<file path="src/rtl/bus_cycle_ctrl.sv">
// 68000 bus-cycle sequencer: per-target wait states, /DTACK, autovector /VPA and
// watchdog /BERR. Strobes are registered and decoded from the next state.
module bus_cycle_ctrl #(
    parameter int RAM_WS  = 0,
    parameter int ROM_WS  = 2,
    parameter int TIMEOUT = 64,
    parameter int CNT_W   = 7
) (
    input  logic clk,
    input  logic reset,
    input  logic as,
    input  logic uds,
    input  logic lds,
    input  logic iack,
    input  logic ram_sel,
    input  logic rom_sel,
    input  logic duart_sel,
    input  logic duart_dtack,
    output logic dtack,
    output logic vpa,
    output logic berr,
    output logic busy
);

    typedef enum logic [2:0] {S_IDLE, S_WAIT, S_ACK, S_AVEC, S_BERR} state_t;
    typedef enum logic [1:0] {T_NONE, T_RAM, T_ROM, T_DUART} tgt_t;

    localparam logic [CNT_W-1:0] RAM_WS_C = CNT_W'(RAM_WS);
    localparam logic [CNT_W-1:0] ROM_WS_C = CNT_W'(ROM_WS);
    localparam logic [CNT_W-1:0] TMO_LAST = CNT_W'(TIMEOUT - 1);
    localparam logic [CNT_W-1:0] CNT_ONE  = CNT_W'(1);
    localparam logic [CNT_W-1:0] CNT_MAX  = '1;

    state_t           state, state_nxt;
    tgt_t             tgt, tgt_nxt;
    logic [CNT_W-1:0] ws_cnt, ws_nxt;
    logic [CNT_W-1:0] tmo_cnt, tmo_nxt;
    logic             ack;

    always_comb begin
        state_nxt = state;
        tgt_nxt   = tgt;
        ws_nxt    = ws_cnt;
        tmo_nxt   = tmo_cnt;
        ack       = 1'b0;
        case (state)
            S_IDLE: begin
                if (!as && (!uds || !lds || iack)) begin
                    tmo_nxt = '0;
                    if (iack) begin
                        state_nxt = S_AVEC;
                    end else if (duart_sel) begin
                        tgt_nxt   = T_DUART;
                        state_nxt = duart_dtack ? S_WAIT : S_ACK;
                    end else if (rom_sel) begin
                        tgt_nxt   = T_ROM;
                        ws_nxt    = ROM_WS_C;
                        state_nxt = (ROM_WS == 0) ? S_ACK : S_WAIT;
                    end else if (ram_sel) begin
                        tgt_nxt   = T_RAM;
                        ws_nxt    = RAM_WS_C;
                        state_nxt = (RAM_WS == 0) ? S_ACK : S_WAIT;
                    end else begin
                        tgt_nxt   = T_NONE;
                        state_nxt = S_WAIT;
                    end
                end
            end
            S_WAIT: begin
                // A withdrawn /AS outranks both acknowledge and timeout.
                if (as) begin
                    state_nxt = S_IDLE;
                end else begin
                    ack = ((tgt == T_DUART) && !duart_dtack) ||
                          (((tgt == T_RAM) || (tgt == T_ROM)) && (ws_cnt <= CNT_ONE));
                    ws_nxt  = (ws_cnt == '0) ? '0 : ws_cnt - CNT_ONE;
                    tmo_nxt = (tmo_cnt == CNT_MAX) ? CNT_MAX : tmo_cnt + CNT_ONE;
                    if (ack)
                        state_nxt = S_ACK;
                    else if (tmo_cnt == TMO_LAST)
                        state_nxt = S_BERR;
                end
            end
            S_ACK, S_AVEC, S_BERR: begin
                if (as)
                    state_nxt = S_IDLE;
            end
            default: state_nxt = S_IDLE;
        endcase
    end

    always_ff @(posedge clk or negedge reset) begin
        if (!reset) begin
            state   <= S_IDLE;
            tgt     <= T_NONE;
            ws_cnt  <= '0;
            tmo_cnt <= '0;
            dtack   <= 1'b1;
            vpa     <= 1'b1;
            berr    <= 1'b1;
        end else begin
            state   <= state_nxt;
            tgt     <= tgt_nxt;
            ws_cnt  <= ws_nxt;
            tmo_cnt <= tmo_nxt;
            dtack   <= (state_nxt != S_ACK);
            vpa     <= (state_nxt != S_AVEC);
            berr    <= (state_nxt != S_BERR);
        end
    end

    assign busy = (state != S_IDLE);

endmodule
</file>
<file path="config.mk">
export PLATFORM = sky130hd
export DESIGN_NAME = bus_cycle_ctrl
export DESIGN_NICKNAME = d
export VERILOG_FILES = /design/src/rtl/bus_cycle_ctrl.sv
export SDC_FILE = /design/constraint.sdc
export NUM_CORES = 1
export LEC_CHECK = 0
export CORE_MARGIN = 2
export CORE_UTILIZATION = 25
export DETAILED_ROUTE_END_ITERATION = 7
export GPL_TIMING_DRIVEN = 1
export PLACE_DENSITY_LB_ADDON = 0.08
export SYNTH_ARGS = -nofsm -noshare
export SYNTH_HDL_FRONTEND = slang
export SYNTH_SLANG_ARGS = --single-unit
</file>
<file path="constraint.sdc">
create_clock -name clk -period 1.91 [get_ports clk]
set_clock_uncertainty 0.1 [all_clocks]
set_input_delay 0.4775 -clock clk [delete_from_list [all_inputs] [get_ports clk]]
set_output_delay 0.4775 -clock clk [all_outputs]
set_load 0.02 [all_outputs]
</file>
# Word-level counts from Yosys, hierarchy flattened
# Index checks and enable logic that the tools add are counted.
[classes]
n_eq_ne = 17
reduce_logical = 19
bitwise_logic = 1
add_sub_neg = 2
muxes = 26
magnitude_cmp = 1
[ops]
columns = ["operator", "count"]
rows = [
  ["$mux W7", 10],
  ["$pmux W7 S2", 2],
  ["$mux W3", 5],
  ["$mux W2", 7],
  ["$pmux W3 S3", 1],
  ["$ne A2 B2 Y1 const B", 4],
  ["$add A7 B1 Y7 const B", 1],
  ["$eq A7 B6 Y1 const B", 1],
  ["$eq A7 B7 Y1 const B", 1],
  ["$le A7 B1 Y1 const B", 1],
  ["$logic_not A7 Y1", 1],
  ["$sub A7 B1 Y7 const B", 1],
  ["$eq A3 B2 Y1 const B", 2],
  ["$ne A3 B2 Y1 const B", 2],
  ["$ne A3 B3 Y1 const B", 2],
  ["$reduce_and A3 Y1", 2],
  ["$reduce_and A6 Y1", 1],
  ["$eq A2 B2 Y1 const B", 2],
  ["$logic_not A1 Y1", 4],
  ["$logic_or A1 B1 Y1", 4],
  ["$eq A3 B1 Y1 const B", 1],
  ["$eq A3 B3 Y1 const B", 1],
  ["$logic_and A1 B1 Y1", 3],
  ["$logic_not A3 Y1", 1],
  ["other kinds (6)", 6],
]
[totals]
out_inout_bits = 4
elab_cells = 73
input_bits = 10
regBits = 22

# Logic depth before layout (Yosys ltp)
# Gate-level depths: netlist of the first run.
[logic_depth]
ltp_word = 8
mapped_depth = 6
mapped_depth_nobuf = 6

# Least setup slack after synthesis of the first run
# Ideal clock, no wire load.
[synth_timing]
path_kind = "flip-flop to flip-flop"
from = "register ws_cnt[0]"
to = "register ws_cnt[3]"
path_stages_with_launch = 7
path_buffers = 0
path_slack_ns = 0.173
setup_time_ns = 0.121
synth_period_minus_slack_ns = 1.737
t_required_ns = 1.689
arrival_ns = 1.516
path_cell_list = "dfrtp_1 > inv_1 > ha_1 > nor2b_1 > a21oi_2 > a211o_1 > a22o_1"
[synth_between]
elab_chain_cells = 4
word_cells_on_any_way = 5
cone_classes = "add/sub: 1; mux: 3; reduce/logical: 1"
[synth_lines]
columns = ["element", "line_no", "source"]
rows = [
  ["start, declared", "36", "logic [CNT_W-1:0] ws_cnt, ws_nxt;"],
  ["start signal, assigned", "104", "ws_cnt <= ws_nxt;"],
  ["$sub A7 B1 Y7 / $logic_not A7 Y1 (equally long branches)", "76", "ws_nxt = (ws_cnt == '0) ? '0 : ws_cnt - CNT_ONE;"],
  ["$mux W7 *", "76", ""],
  ["$mux W7 *", "71", "if (as) begin"],
  ["$pmux W7 S2 *", "46", "case (state)"],
]
# Mark *: on every way between the ends. The rest lies on a longest branch, timed or not. The select of a mux whose other input is x is not followed.
# A chain may end at the register's enable or synchronous reset.

# Final worst setup path of the first run
[layout_timing]
from = "input rom_sel"
to = "register ws_cnt[3]"
[layout_between]
elab_chain_cells = 5
word_cells_on_any_way = 7
cone_classes = "eq/ne: 1; mux: 5; reduce/logical: 1"
[layout_lines]
columns = ["element", "line_no", "source"]
rows = [
  ["start, declared", "16", "input logic rom_sel,"],
  ["$mux W7", "55", "end else if (rom_sel) begin"],
  ["$mux W7", "52", "end else if (duart_sel) begin"],
  ["$mux W7", "50", "if (iack) begin"],
  ["$mux W7", "48", "if (!as && (!uds || !lds || iack)) begin"],
  ["$pmux W7 S2", "46", ""],
]
# Parallel ways exist; a longest one is shown, timed or not. The select of a mux whose other input is x is not followed.

==> impl_metrics.xml, run 1 <==
<?xml version="1.0" encoding="UTF-8"?>
<metrics>
  <group name="yosys">
    <metric name="syn-mean-instance-area" unit="µm²">9.71</metric>
    <metric name="synthesis.nets" unit="">150</metric>
    <metric name="synth-seq-area-share" unit="">0.423</metric>
    <metric name="synthesis.area" unit="mm²">0.00131</metric>
    <metric name="ys_types" unit="">46</metric>
    <metric name="postSynthCellCount" unit="">135</metric>
    <metric name="synth_edf_count" unit="">0</metric>
    <metric name="ys.warnings.count" unit="">0</metric>
    <metric name="ys_ff_latch" unit="">22</metric>
    <metric name="synth-async-reset-ratio" unit="">1.00</metric>
    <metric name="ys.flop_type" unit="">sky130_fd_sc_hd__dfrtp_1</metric>
  </group>
  <group name="critical_path">
    <metric name="setup.worst_path.start_class" unit="">primary input</metric>
    <metric name="worst-setup-path-type" unit="">in2reg</metric>
    <metric name="critPathMaxFanout" unit="">8</metric>
    <metric name="worstSetupEndpointType" unit="">flip-flop</metric>
    <metric name="worst_r2r_startpoint" unit="">ws_cnt[0]$_DFFE_PN0P_</metric>
    <metric name="worstPathArrival" unit="ps">1880</metric>
    <metric name="worst-r2r-cell-count" unit="">6</metric>
    <metric name="r2r-end" unit="">ws_cnt[3]$_DFFE_PN0P_</metric>
    <metric name="worst-endpoint-required" unit="ps">1970</metric>
    <metric name="reg2reg_setup_slack" unit="ps">130</metric>
  </group>
  <group name="grt">
    <metric name="global_route_wire_length_before_repair" unit="mm">5.85</metric>
    <metric name="initial_antenna_violation_count" unit="">0</metric>
    <metric name="global_route.usage.total" unit="">0.124</metric>
    <metric name="grt_max_degree" unit="">23</metric>
    <metric name="grt-ovfl-total" unit="">0</metric>
    <metric name="grt_pass1_vias" unit="">1236</metric>
  </group>
  <group name="sta">
    <metric name="final_period_minus_worst_setup_slack" unit="ps">1830</metric>
    <metric name="timing_max_transition_violations_final" unit="">0</metric>
    <metric name="finalSetupViolCount" unit="">0</metric>
    <metric name="final_hold_violation_count" unit="">0</metric>
    <metric name="hold_slack" unit="ps">394</metric>
    <metric name="fmaxAchievable" unit="MHz">548</metric>
    <metric name="maxSlewHeadroom" unit="">0.727</metric>
    <metric name="tns" unit="ps">0</metric>
    <metric name="tightest_slew" unit="ps">406</metric>
    <metric name="final.period_utilization" unit="">0.956</metric>
  </group>
  <group name="floorplan">
    <metric name="die_height" unit="µm">76.4</metric>
    <metric name="die_area" unit="mm²">0.00584</metric>
    <metric name="fp.dieW" unit="µm">76.4</metric>
    <metric name="top_level_ports" unit="">14</metric>
    <metric name="start_util" unit="">0.258</metric>
    <metric name="row_count" unit="">26</metric>
    <metric name="floorplan.core_area" unit="mm²">0.00507</metric>
  </group>
  <group name="clock_network">
    <metric name="cts.root.buffer_cell" unit="">sky130_fd_sc_hd__clkbuf_8</metric>
    <metric name="cts.reportedPaths.clkPinSlew" unit="ps">80</metric>
    <metric name="cts-buffers-inserted" unit="">3</metric>
    <metric name="post_cts_buffers" unit="">0</metric>
    <metric name="clock_latency" unit="ps">260</metric>
    <metric name="tritoncts" unit="">done</metric>
    <metric name="clockBufferDepth" unit="">2</metric>
    <metric name="clock_h_tree_levels" unit="">1</metric>
    <metric name="cts.sinks" unit="">22</metric>
  </group>
  <group name="place">
    <metric name="post-dp-hpwl" unit="mm">2.49</metric>
    <metric name="place_congestion" unit="">0.747</metric>
    <metric name="port_buffers" unit="">13</metric>
    <metric name="post-place-cells" unit="">244</metric>
  </group>
  <group name="pwr">
    <metric name="power.leakage" unit="nW">0.808</metric>
    <metric name="switching_power" unit="µW">893</metric>
    <metric name="power_frac_seq" unit="">0.310</metric>
    <metric name="power.ir.vdd_worst" unit="µV">547</metric>
    <metric name="finalPower" unit="mW">2.36</metric>
    <metric name="power_frac_comb" unit="">0.503</metric>
    <metric name="p_int" unit="mW">1.47</metric>
    <metric name="p_sw_frac" unit="">0.378</metric>
    <metric name="power.density" unit="mW/mm²">1300</metric>
    <metric name="p_clk_frac" unit="">0.187</metric>
  </group>
  <group name="layout">
    <metric name="syn_to_final_growth" unit="%">38.9</metric>
    <metric name="multiInputGateArea" unit="µm²">721</metric>
    <metric name="mostFrequentLayoutCell" unit="">sky130_fd_sc_hd__buf_4</metric>
    <metric name="drive_gt1_frac" unit="">0.298</metric>
    <metric name="finalNetCount" unit="">194</metric>
    <metric name="n_fill_cell" unit="">529</metric>
    <metric name="antenna_cells_inserted" unit="">0</metric>
    <metric name="regArea" unit="µm²">556</metric>
    <metric name="layoutNonFillerInstCount" unit="">248</metric>
    <metric name="mostFrequentLayoutCells" unit="">sky130_fd_sc_hd__buf_4 (30), sky130_fd_sc_hd__dfrtp_1 (18), sky130_fd_sc_hd__nor2_1 (10)</metric>
  </group>
  <group name="routing">
    <metric name="detailedRoute.firstPassIterationCount" unit="">4</metric>
    <metric name="drt_first_iter_violations" unit="">34</metric>
    <metric name="post-route-drc-count" unit="">0</metric>
    <metric name="drt-wirelength-per-cell" unit="µm">13.2</metric>
    <metric name="post_drt_via_cell_ratio" unit="">4.77</metric>
    <metric name="vias" unit="">1183</metric>
    <metric name="antenna_violating_nets_post_route" unit="">0</metric>
    <metric name="postRouteWirelength" unit="mm">3.28</metric>
  </group>
  <group name="worst_hold_path">
    <metric name="hold_path_cell_cnt" unit="">1</metric>
    <metric name="hold_path_class" unit="">reg2reg</metric>
    <metric name="hold_path_startpoint" unit="">tmo_cnt[5]$_DFFE_PN0P_</metric>
    <metric name="hold-path-endpoint" unit="">tmo_cnt[5]$_DFFE_PN0P_</metric>
  </group>
  <group name="status">
    <metric name="status" unit="">completed</metric>
  </group>
  <group name="job">
    <metric name="max_cap_viol_count" unit="">0</metric>
  </group>
</metrics>
power groups by stage:
stage / logic (mW) / registers [mW] / clock network [mW]
global placement: 1.18 / 0.738 / 0
detailed placement: 1.17 / 0.740 / 0
finish: 1.19 / 0.732 / 0.443
global route: 1.33 / 0.753 / 0.495
CTS: 1.16 / 0.730 / 0.456
floorplan: 0.652 / 0.740 / 0
layer usage:
metal / wire length (µm) / GRT usage
met1: 1550 / 0.163
met2: 1640 / 0.209
met3: 56 / 0.0190
met4: 25 / 0.0418
met5: 0 / 0
final cells by class:
class                      instances  area share
multi-input combinational         99       0.396
sequential                        22       0.305
timing repair buffer              43       0.192
tap                               70      0.0481
clock buffer                       3      0.0227
inverter                          10      0.0206
clock inverter                     1      0.0165
critical path: stages:
cell	delay, ps
sky130_fd_sc_hd__clkdlybuf4s50_1	530
sky130_fd_sc_hd__or2_2	130
sky130_fd_sc_hd__a31oi_1	80
sky130_fd_sc_hd__buf_4	180
sky130_fd_sc_hd__a211o_1	260
sky130_fd_sc_hd__a22o_1	220
sequential cells by signal, summed over array words and instances (netlist names):
register / flops
berr: 1
ws_cnt: 7
tmo_cnt: 7
tgt: 2
state: 3
dtack: 1
vpa: 1
through the flow:
step                      area [µm²]  setup WS (ps)   util
after floorplan                 1310            173      -
after global placement          1730           -240  0.342
after detailed placement        1730           -268  0.342
after CTS                       1800           12.5  0.355
after global routing            1820          -19.6  0.359
final                           1820           84.3  0.359
cell usage after synthesis (all sizes together) (2+ instances only):
cell / n / area [µm²]
a31oi: 6 / 37.5
clkbuf: 2 / 7.51
or2: 2 / 12.5
a21oi: 8 / 43.8
dfrtp: 19 / 475
a211o: 2 / 17.5
nor3: 3 / 20.0
or3: 4 / 25.0
ha: 5 / 62.6
nor2: 10 / 37.5
o31ai: 4 / 30.0
nor2b: 3 / 18.8
o21ai: 7 / 35.0
buf: 2 / 12.5
a211oi: 3 / 22.5
and4: 2 / 17.5
nand3: 4 / 20.0
o41ai: 2 / 17.5
nor3b: 2 / 15.0
dfstp: 3 / 78.8
inv: 10 / 37.5
o211a: 2 / 20.0
a22o: 2 / 17.5
nand2: 9 / 33.8
kinds of logic after synthesis:
logic type / synth area share
simple gates: 0.232
compound gates: 0.246
flops: 0.423
buf+inv: 0.0439
fa+ha+maj: 0.0477
mux: 0.00763
worst max path at each step:
stage	from	endpoint	slack, ps	cells past startpoint
floorplan	ws_cnt[0]$_DFFE_PN0P_	ws_cnt[3]$_DFFE_PN0P_	170	6
global placement	as	ws_cnt[2]$_DFFE_PN0P_	-240	5
detailed placement	as	ws_cnt[2]$_DFFE_PN0P_	-270	5
CTS	as	ws_cnt[2]$_DFFE_PN0P_	10	5
global route	ws_cnt[1]$_DFFE_PN0P_	ws_cnt[4]$_DFFE_PN0P_	-20	7
finish	rom_sel	ws_cnt[3]$_DFFE_PN0P_	80	6
what timing repair did:
item | 4_1_cts | 5_1_grt
resized for setup | 6 | 8
endpoints found under the hold margin | 0 | 0
pin swaps | 0 | 0
endpoints found under the setup margin | 4 | 10
hold buffers | 0 | 0
Power figures use the tool's default switching activity.
==> run 2: changes to the inputs <==
--- a/config.mk
+++ b/config.mk
@@ -6,9 +6,8 @@
 export NUM_CORES = 1
 export LEC_CHECK = 0
 export CORE_MARGIN = 2
-export CORE_UTILIZATION = 25
+export CORE_UTILIZATION = 35
 export DETAILED_ROUTE_END_ITERATION = 7
-export GPL_TIMING_DRIVEN = 1
 export PLACE_DENSITY_LB_ADDON = 0.08
 export SYNTH_ARGS = -nofsm -noshare
 export SYNTH_HDL_FRONTEND = slang
==> run 2 against run 1 <==
Against the previous run: final cell count shrank 10%; sequential share of layout area increased by 1.2 points; worst hold slack got worse by 9.6 ps; global-route usage rose by 3.6 points; routed wire length fell by 4.2%; via count increased by 0.34%; sequential cell count unchanged; sequential power hardly changed; first-iteration DRC count up 85%.
==> impl_metrics.xml, run 2 (synthesis gave the netlist of run 1 again) <==
<?xml version="1.0" encoding="UTF-8"?>
<metrics>
  <group name="status">
    <metric name="status" unit="">completed</metric>
  </group>
  <group name="place">
    <metric name="port_buffers" unit="">13</metric>
    <metric name="post-dp-hpwl" unit="mm">2.38</metric>
    <metric name="place_congestion" unit="">0.845</metric>
    <metric name="placement_stage_cell_area" unit="mm²">0.00168</metric>
    <metric name="post-place-cells" unit="">219</metric>
  </group>
  <group name="layout">
    <metric name="antenna_cells_inserted" unit="">0</metric>
    <metric name="layoutNonFillerInstCount" unit="">223</metric>
    <metric name="mostFrequentLayoutCells" unit="">sky130_fd_sc_hd__buf_4 (27), sky130_fd_sc_hd__dfrtp_1 (19), sky130_fd_sc_hd__inv_1 (10), sky130_fd_sc_hd__nor2_1 (10), sky130_fd_sc_hd__nand2_1 (9)</metric>
    <metric name="layout.core_utilization" unit="">0.481</metric>
    <metric name="drive_gt1_frac" unit="">0.263</metric>
    <metric name="finalNetCount" unit="">191</metric>
    <metric name="postLayoutCellArea" unit="mm²">0.00175</metric>
    <metric name="reg.largest.list" unit="">tmo_cnt x7, ws_cnt x7, state x3</metric>
    <metric name="mostFrequentLayoutCell" unit="">sky130_fd_sc_hd__buf_4</metric>
    <metric name="syn_to_final_growth" unit="%">33.4</metric>
  </group>
  <group name="job">
    <metric name="max_cap_viol_count" unit="">0</metric>
  </group>
  <group name="pwr">
    <metric name="finalPower" unit="mW">2.20</metric>
    <metric name="power.density" unit="mW/mm²">1260</metric>
    <metric name="power.leakage" unit="nW">0.785</metric>
    <metric name="power.ir.vdd_worst" unit="µV">473</metric>
  </group>
  <group name="sta">
    <metric name="tightest_slew" unit="ps">335</metric>
    <metric name="final_hold_violation_count" unit="">0</metric>
    <metric name="tns" unit="ps">0</metric>
    <metric name="timing_max_transition_violations_final" unit="">0</metric>
    <metric name="finalSetupViolCount" unit="">0</metric>
    <metric name="fmaxAchievable" unit="MHz">534</metric>
    <metric name="unrepaired_setup_endpoints_after_global_routing" unit="">no</metric>
    <metric name="final_period_minus_worst_setup_slack" unit="ps">1870</metric>
    <metric name="final.period_utilization" unit="">0.981</metric>
    <metric name="maxSlewHeadroom" unit="">0.777</metric>
  </group>
  <group name="floorplan">
    <metric name="row_count" unit="">22</metric>
    <metric name="fp.dieW" unit="µm">65.2</metric>
    <metric name="start_util" unit="">0.361</metric>
    <metric name="top_level_ports" unit="">14</metric>
    <metric name="floorplan.core_area" unit="mm²">0.00363</metric>
    <metric name="die_area" unit="mm²">0.00425</metric>
    <metric name="die_height" unit="µm">65.2</metric>
  </group>
  <group name="critical_path">
    <metric name="worstPathArrival" unit="ps">1300</metric>
    <metric name="critPathMaxFanout" unit="">2</metric>
    <metric name="worstSetupEndpointType" unit="">output pin</metric>
    <metric name="worst-r2r-cell-count" unit="">5</metric>
    <metric name="worst_r2r_startpoint" unit="">tgt[0]$_DFFE_PN0P_</metric>
    <metric name="reg2reg_setup_slack" unit="ps">70</metric>
    <metric name="worst-endpoint-required" unit="ps">1330</metric>
    <metric name="setup.worst_path.start_class" unit="">flip-flop</metric>
    <metric name="worst-setup-path-type" unit="">reg2out</metric>
    <metric name="r2r-end" unit="">state[2]$_DFF_PN0_</metric>
  </group>
  <group name="clock_network">
    <metric name="cts.root.buffer_cell" unit="">sky130_fd_sc_hd__clkbuf_8</metric>
    <metric name="clock_latency" unit="ps">260</metric>
    <metric name="cts.hold.buffers_added" unit="">0</metric>
    <metric name="cts.reportedPaths.clkPinSlew" unit="ps">80</metric>
    <metric name="clock_h_tree_levels" unit="">1</metric>
    <metric name="tritoncts" unit="">done</metric>
    <metric name="clockBufferDepth" unit="">2</metric>
    <metric name="cts.sinks" unit="">22</metric>
    <metric name="cts-buffers-inserted" unit="">3</metric>
  </group>
  <group name="grt">
    <metric name="grt_pass1_vias" unit="">1157</metric>
    <metric name="initial_antenna_violation_count" unit="">0</metric>
    <metric name="grt_max_degree" unit="">23</metric>
    <metric name="global_route_wire_length_before_repair" unit="mm">5.22</metric>
    <metric name="global_route.usage.total" unit="">0.160</metric>
    <metric name="grt-ovfl-total" unit="">0</metric>
  </group>
  <group name="routing">
    <metric name="post-route-drc-count" unit="">0</metric>
    <metric name="vias" unit="">1187</metric>
    <metric name="postRouteWirelength" unit="mm">3.14</metric>
    <metric name="drt-wirelength-per-cell" unit="µm">14.1</metric>
    <metric name="antenna_violating_nets_post_route" unit="">0</metric>
    <metric name="post_drt_via_cell_ratio" unit="">5.32</metric>
    <metric name="drt_first_iter_violations" unit="">63</metric>
    <metric name="detailedRoute.firstPassIterationCount" unit="">4</metric>
  </group>
  <group name="worst_hold_path">
    <metric name="hold-path-endpoint" unit="">tmo_cnt[5]$_DFFE_PN0P_</metric>
    <metric name="hold_path_class" unit="">reg2reg</metric>
    <metric name="hold_path_startpoint" unit="">tmo_cnt[5]$_DFFE_PN0P_</metric>
    <metric name="hold_path_cell_cnt" unit="">1</metric>
  </group>
</metrics>
-- run 2: through the flow --
step | setup WS (ps) | hold slack, ps
3_5_place_dp | -293 | 377
6_report | 36.0 | 384
2_1_floorplan | 173 | 81.9
5_1_grt | 1.77 | 440
4_1_cts | 9.09 | 386
3_3_place_gp | -226 | 371
-- run 2: where the power goes --
| group | internal, mW | leakage [nW] | switching, mW |
|---|---|---|---|
| clock | 0.184 | 0.0288 | 0.150 |
| sequential | 0.608 | 0.281 | 0.126 |
| combinational | 0.545 | 0.475 | 0.586 |
| total | 1.34 | 0.785 | 0.862 |
-- run 2: area by class of cell --
class / count / area, µm²
well taps: 48 / 60.1
flip-flops and latches: 22 / 554
fillers: 364 / 1880
inverters: 10 / 37.5
multi-input cells: 99 / 711
clock buffers: 4 / 55.1
repair buffers: 40 / 332
-- run 2: routing by layer --
layer / share of wire / GRT usage / up-vias / wire length [µm]
met5: 0 / 0 / - / 0
met4: 0.0086 / 0.0469 / 0 / 27
met3: 0.035 / 0.0257 / 4 / 110
met2: 0.47 / 0.269 / 19 / 1470
met1: 0.49 / 0.212 / 578 / 1530
li1: - / - / 586 / -
-- run 2: worst max path at each step --
stage | from | end | slack [ps] | depth (start not counted)
after floorplan | ws_cnt[0]$_DFFE_PN0P_ | ws_cnt[3]$_DFFE_PN0P_ | 170 | 6
after global placement | as | ws_cnt[2]$_DFFE_PN0P_ | -230 | 5
after detailed placement | as | ws_cnt[2]$_DFFE_PN0P_ | -290 | 5
after CTS | as | tmo_cnt[4]$_DFFE_PN0P_ | 9 | 5
after global routing | state[2]$_DFF_PN0_ | busy | 2 | 2
final | state[2]$_DFF_PN0_ | busy | 40 | 2
-- run 2: timing repair --
| item | in CTS | in global routing |
|---|---|---|
| endpoints found under the setup margin | 5 | 5 |
| buffers inserted | 0 | 0 |
| resized for setup | 6 | 3 |
-- run 2: worst max-delay path, stage by stage (launching register included) --
cell and delay, ps:
sky130_fd_sc_hd__dfrtp_1 380, sky130_fd_sc_hd__or3_1 360, sky130_fd_sc_hd__clkdlybuf4s15_1 300
